File: src/rtl/dram_req_arbiter.sv
// dram_req_arbiter: round-robin arbiter sharing one DRAM command path
// between NREQ requesters, one word (read or write) per transaction.
// Optional watchdog enabled by defining DRAM_ARB_TIMEOUT_EN; the default
// build has no watchdog and arb_err tied low.
module dram_req_arbiter #(
  parameter int unsigned NREQ   = 4,
  parameter int unsigned ADDR_W = 32,
  parameter int unsigned DATA_W = 32
`ifdef DRAM_ARB_TIMEOUT_EN
  ,
  parameter int unsigned TIMEOUT = 1023
`endif
) (
  input  logic                     clk,
  input  logic                     nRST,
  input  logic [NREQ-1:0]          req,
  input  logic [NREQ-1:0]          wen,
  input  logic [NREQ*ADDR_W-1:0]   addr,
  input  logic [NREQ*DATA_W-1:0]   wdata,
  output logic [NREQ-1:0]          req_done,
  output logic [DATA_W-1:0]        rdata,
  output logic                     busy,
  input  logic                     init_done,
  input  logic                     rf_req,
  output logic                     dREN,
  output logic                     dWEN,
  output logic [ADDR_W-1:0]        ram_addr,
  output logic [DATA_W-1:0]        ram_wdata,
  input  logic [DATA_W-1:0]        ram_rdata,
  input  logic                     ram_done,
  output logic                     arb_err
);

  localparam int unsigned IDX_W = (NREQ > 1) ? $clog2(NREQ) : 1;

  typedef enum logic [1:0] {
    S_IDLE = 2'd0,
    S_BUSY = 2'd1,
    S_DONE = 2'd2
  } state_t;

  state_t             r_state;
  logic [IDX_W-1:0]   r_rr_ptr;
  logic [IDX_W-1:0]   r_gnt_idx;
  logic               r_lat_wen;
  logic [ADDR_W-1:0]  r_ram_addr;
  logic [DATA_W-1:0]  r_ram_wdata;
  logic [DATA_W-1:0]  r_rdata;
  logic [NREQ-1:0]    r_req_done;
  logic               r_dren;
  logic               r_dwen;
  logic               r_busy;

  logic               w_found;
  logic [IDX_W-1:0]   w_win_idx;
  logic               w_grant;
  logic [IDX_W-1:0]   w_next_ptr;

`ifdef DRAM_ARB_TIMEOUT_EN
  localparam logic [9:0] WD_LAST = 10'(TIMEOUT - 1);
  logic [9:0]         r_wd_cnt;
  logic               r_arb_err;
`endif

  // Pick the first requesting index starting at the round-robin pointer
  always_comb begin : p_rr_pick
    logic [IDX_W-1:0] v_idx;
    w_found   = 1'b0;
    w_win_idx = '0;
    v_idx     = '0;
    for (int unsigned k = 0; k < NREQ; k++) begin
      v_idx = IDX_W'((32'(r_rr_ptr) + k) % NREQ);
      if (!w_found && req[v_idx]) begin
        w_found   = 1'b1;
        w_win_idx = v_idx;
      end
    end
  end

  assign w_grant    = init_done & ~rf_req & w_found;
  assign w_next_ptr = (r_gnt_idx == IDX_W'(NREQ - 1)) ? '0 : r_gnt_idx + 1'b1;

  // Arbitration FSM with all outputs registered
  always_ff @(posedge clk) begin
    if (!nRST) begin
      r_state     <= S_IDLE;
      r_rr_ptr    <= '0;
      r_gnt_idx   <= '0;
      r_lat_wen   <= 1'b0;
      r_ram_addr  <= '0;
      r_ram_wdata <= '0;
      r_rdata     <= '0;
      r_req_done  <= '0;
      r_dren      <= 1'b0;
      r_dwen      <= 1'b0;
      r_busy      <= 1'b0;
`ifdef DRAM_ARB_TIMEOUT_EN
      r_wd_cnt    <= '0;
      r_arb_err   <= 1'b0;
`endif
    end else begin
      r_req_done <= '0;
      case (r_state)
        S_IDLE: begin
          if (w_grant) begin
            r_state     <= S_BUSY;
            r_gnt_idx   <= w_win_idx;
            r_lat_wen   <= wen[w_win_idx];
            r_ram_addr  <= addr[32'(w_win_idx) * ADDR_W +: ADDR_W];
            r_ram_wdata <= wdata[32'(w_win_idx) * DATA_W +: DATA_W];
            r_dren      <= ~wen[w_win_idx];
            r_dwen      <= wen[w_win_idx];
            r_busy      <= 1'b1;
`ifdef DRAM_ARB_TIMEOUT_EN
            r_wd_cnt    <= '0;
`endif
          end
        end
        S_BUSY: begin
          if (ram_done) begin
            r_state    <= S_DONE;
            r_dren     <= 1'b0;
            r_dwen     <= 1'b0;
            r_req_done <= NREQ'(1) << r_gnt_idx;
            if (!r_lat_wen) begin
              r_rdata <= ram_rdata;
            end
          end
`ifdef DRAM_ARB_TIMEOUT_EN
          // Give up on a stalled DRAM path: complete with zero data and flag it
          else if (r_wd_cnt == WD_LAST) begin
            r_state    <= S_DONE;
            r_dren     <= 1'b0;
            r_dwen     <= 1'b0;
            r_req_done <= NREQ'(1) << r_gnt_idx;
            r_rdata    <= '0;
            r_arb_err  <= 1'b1;
          end else begin
            r_wd_cnt <= r_wd_cnt + 1'b1;
          end
`endif
        end
        S_DONE: begin
          r_state  <= S_IDLE;
          r_busy   <= 1'b0;
          r_rr_ptr <= w_next_ptr;
        end
        default: begin
          r_state <= S_IDLE;
          r_dren  <= 1'b0;
          r_dwen  <= 1'b0;
          r_busy  <= 1'b0;
        end
      endcase
    end
  end

  assign req_done  = r_req_done;
  assign rdata     = r_rdata;
  assign busy      = r_busy;
  assign dREN      = r_dren;
  assign dWEN      = r_dwen;
  assign ram_addr  = r_ram_addr;
  assign ram_wdata = r_ram_wdata;
`ifdef DRAM_ARB_TIMEOUT_EN
  assign arb_err   = r_arb_err;
`else
  assign arb_err   = 1'b0;
`endif

endmodule
File: config.mk
export PLATFORM = sky130hd
export DESIGN_NAME = dram_req_arbiter
export DESIGN_NICKNAME = d
export VERILOG_FILES = /design/src/rtl/dram_req_arbiter.sv
export SDC_FILE = /design/constraint.sdc
export NUM_CORES = 1
export LEC_CHECK = 0
export ABC_AREA = 1
export CAP_MARGIN = 25
export CORE_AREA = 2 2 155 157
export DETAILED_ROUTE_END_ITERATION = 8
export DIE_AREA = 0 0 157 159
export GPL_ROUTABILITY_DRIVEN = 0
export GPL_TIMING_DRIVEN = 0
export MAX_ROUTING_LAYER = met4
export PLACE_DENSITY = 0.69
export SLEW_MARGIN = 20
export SYNTH_ARGS = -nofsm -noshare
export SYNTH_HDL_FRONTEND = slang
export SYNTH_SLANG_ARGS = --single-unit
File: constraint.sdc
create_clock -name clk -period 2.05 [get_ports clk]
set_clock_uncertainty 0.2 [all_clocks]
set_input_delay 0.41 -clock clk [delete_from_list [all_inputs] [get_ports clk]]
set_output_delay 0.41 -clock clk [all_outputs]
set_load 0.005 [all_outputs]
==> impl_metrics.py <==
metrics = {
    "status": {
        "status": "complete, but fails checks",
        "violations": "negative setup slack",
    },
    "placed_design": {
        "hpwlAfterDp_mm": 24.1,
        "dp_cells": 1953,
        "port-buffer-count": 403,
    },
    "grt": {
        "grt-ovfl-total": 0,
        "antenna_found_initial": 1,
        "grt_usage": 0.251,
        "grt_pass1_vias": 8959,
        "grt_max_degree": 25,
        "grt_first_pass_wirelength_mm": 47.3,
    },
    "floorplanning": {
        "die_w_um": 157,
        "io_pins": 405,
        "core-area_um2": 23200,
        "start_util": 0.308,
        "die_y_um": 159,
        "die_area_um2": 25000,
        "fp-row-count": 56,
    },
    "worst_setup_path": {
        "worstPathMaxFanout": 6,
        "cp-start-kind": "register",
        "cp-end-kind": "register",
        "worstPathArrival_ns": 2.58,
        "critical-path-top-delay-family": "simple AND/OR/NAND/NOR gates",
        "path_buf_inv": 6,
        "critPathRequiredTime_ns": 2.15,
        "critical_path_class": "reg2reg",
        "path_cells": "buf_12 > inv_8 > nand2_4 > nand2_4 > nand2_4 > nand2_4 > nor2_4 > nand4_1 > nand2_8 > buf_6 > inv_6 > nor2_4 > buf_6 > nand2_2 > nand3_2 > nand2_1 > inv_1",
        "r2r_slack_ns": -0.42,
        "max_stage_delay_ns": 0.40,
        "crit_slowest_cell": "dfxtp_4",
        "cpMostUsedCell": "nand2_4",
    },
    "timing": {
        "grt_setup_unrepaired": "true",
        "period_needed_ns": 2.47,
        "setup_ws_ns": -0.423,
        "hold_viol": 0,
        "setup_violations": 69,
        "fin_crit_sh": 1.21,
        "slew_headroom": 0.625,
        "tightestPinTransition_ns": 0.562,
        "fmax_mhz": 404,
        "slew_violations": 0,
        "timing.hold.ws_ns": 0.268,
    },
    "drt": {
        "wire_per_inst_um": 16.1,
        "antenna_left": 0,
        "drc_errors": 0,
        "wl_mm": 32.6,
        "drt-initial-drc-count": 495,
        "vias_per_cell": 4.65,
        "firstDrtPassIters": 5,
        "vias": 9391,
    },
    "yosys": {
        "synth_cell_types": 27,
        "ys_ff_latch": 110,
        "syn_nets": 1533,
        "yosysTopAreaCell": "dfxtp_1",
        "ys_seq_area_frac": 0.308,
        "syn-cell-area_um2": 7150,
        "ys_warn_count": 0,
        "synth.top_cell.area_share": 0.308,
        "synth_area_leaders": "dfxtp_1 31%, nand2_1 14%, inv_1 14%",
        "syn_area_per_cell_um2": 5.81,
        "synth_cells": 1231,
    },
    "clock_tree": {
        "cts_made_buffers": 9,
        "cts-root-to-sink-buffers": 2,
        "cts.sinks": 110,
        "cts_tree": "yes",
        "cts_hold_buffers": 0,
        "clk_latency_ns": 0.37,
        "clk_pin_slew_ns": 0.08,
        "htree_num_levels": 3,
        "root_buffer": "clkbuf_16",
    },
    "final_layout": {
        "drive_gt1_frac": 0.133,
        "fin_util": 0.574,
        "fill_cells": 2267,
        "stdcell_count": 2021,
        "fin_nets": 1998,
        "syn_to_final_growth_pct": 86.3,
    },
    "power_and_ir_drop": {
        "p_leak_nw": 6.64,
        "powerDensity_nw_per_um2": 541,
        "power_w": 0.00720,
        "ir_worst_vdd_v": 0.000443,
    },
    "flow_run": {
        "maxCapViolCount": 0,
    },
    "hold_path": {
        "hold_path.class": "reg2reg",
    },
}
## per-layer routing
layer,share of wire,GRT usage,vias up
met2,0.49,0.436,372
met5,0,-,-
met1,0.40,0.280,4245
met4,0.028,0.0805,0
li1,-,-,4721
met3,0.079,0.0623,53
## area by class of cell
class / count / area (um^2) / share of cell area
diodes: 1 / 2.50 / 0.000188
plain buffers: 77 / 686 / 0.0515
clock buffers: 9 / 225 / 0.0169
clock inverters: 7 / 98.8 / 0.00742
inverters: 272 / 1050 / 0.0791
multi-input cells: 770 / 3980 / 0.299
flip-flops and latches: 110 / 2210 / 0.166
well taps: 319 / 399 / 0.0300
repair buffers: 454 / 4650 / 0.349
repair inverters: 2 / 17.5 / 0.00131
## cell families (layout without fill, tap and decap cells)
kind of cell | count (synthesis) | in the layout | synth area share
buf+inv | 353 | 821 | 0.198
other cells | 1 | 2 | 0.000524
flops | 110 | 110 | 0.308
compound gates | 122 | 122 | 0.104
fa+ha+maj | 1 | 1 | 0.00175
simple gates | 644 | 646 | 0.388
## worst paths after layout
| kind | endpoint | from | depth (start not counted) |
|---|---|---|---|
| max | ram_wdata[6]$_SDFFE_PN0P_ | r_rr_ptr[0]$_SDFFE_PN0P_ | 17 |
| min | dREN$_SDFFE_PN0P_ | dREN$_SDFFE_PN0P_ | 2 |
| max reg2reg | ram_wdata[6]$_SDFFE_PN0P_ | r_rr_ptr[0]$_SDFFE_PN0P_ | 17 |
| min reg2reg | dREN$_SDFFE_PN0P_ | dREN$_SDFFE_PN0P_ | 2 |
## per-stage QoR
| stage | instance area (um^2) | setup slack, ns | TNS [ns] |
|---|---|---|---|
| 3_3_place_gp | 11700 | -1.10 | -83.17 |
| 6_report | 13300 | -0.423 | -22.29 |
| 5_1_grt | 13300 | -0.527 | -31.07 |
| 4_1_cts | 12900 | -0.378 | -21.04 |
| 3_5_place_dp | 11700 | -1.13 | -85.67 |
| 2_1_floorplan | 7230 | -0.0604 | -1.73 |
## cell usage in the layout (no fill, tap or decap), types with 13 or more instances in the layout
| cell type | instances |
|---|---|
| nand3_2 | 24 |
| buf_12 | 14 |
| nor2_1 | 179 |
| inv_1 | 264 |
| o21ai_1 | 14 |
| nand2_2 | 25 |
| clkbuf_2 | 16 |
| buf_4 | 40 |
| o21ai_0 | 38 |
| buf_8 | 13 |
| nand2_1 | 236 |
| nand2_4 | 14 |
| clkbuf_1 | 15 |
| nand3_1 | 99 |
| clkdlybuf4s50_1 | 400 |
| dfxtp_1 | 108 |
| nand4_1 | 55 |
| o211ai_1 | 52 |
## synth_stat cells
cell	n
nand4_1	55
nand3_1	126
o21ai_1	1
nand4_4	1
a211oi_1	1
conb_1	1
inv_1	267
buf_2	14
clkinv_2	1
nand3_4	1
inv_2	3
nand3_2	2
clkbuf_1	45
ha_1	1
buf_1	5
dfxtp_1	110
a21oi_1	7
nor2_4	1
buf_4	15
nand2_1	272
o211ai_1	52
buf_6	2
inv_4	1
nor2_1	181
o21ai_0	61
nor3_1	2
nand2_2	3
## worst reg2reg max path: stages (launching register included)
cell     delay [ns]
dfxtp_4        0.40
buf_12         0.14
inv_8          0.05
nand2_4        0.06
nand2_4        0.07
nand2_4        0.08
nand2_4        0.06
nor2_4         0.14
nand4_1        0.25
nand2_8        0.20
buf_6          0.12
inv_6          0.04
nor2_4         0.19
buf_6          0.18
nand2_2        0.06
nand3_2        0.05
nand2_1        0.06
inv_1          0.07
## registers in the layout, indices dropped and copies added (netlist names)
signal and cells:
dREN 1, busy 1, r_lat_wen 1, req_done 4, dWEN 1, ram_wdata 32, r_rr_ptr 2, r_gnt_idx 2
ram_addr 32, rdata 32, r_state 2
## timing repair
action / CTS / global route
endpoints found under the setup margin: 101 / 75
setup buffers: 33 / 12
cloned: 10 / 2
pin swaps: 25 / 30
resized for setup: 165 / 91
## power by group
group / total (W) / switching (W) / internal (W)
Clock: 0.00194 / 0.00103 / 0.000908
Sequential: 0.00236 / 0.0000810 / 0.00228
Combinational: 0.00291 / 0.00133 / 0.00157
(Power assumes the default switching activity.)
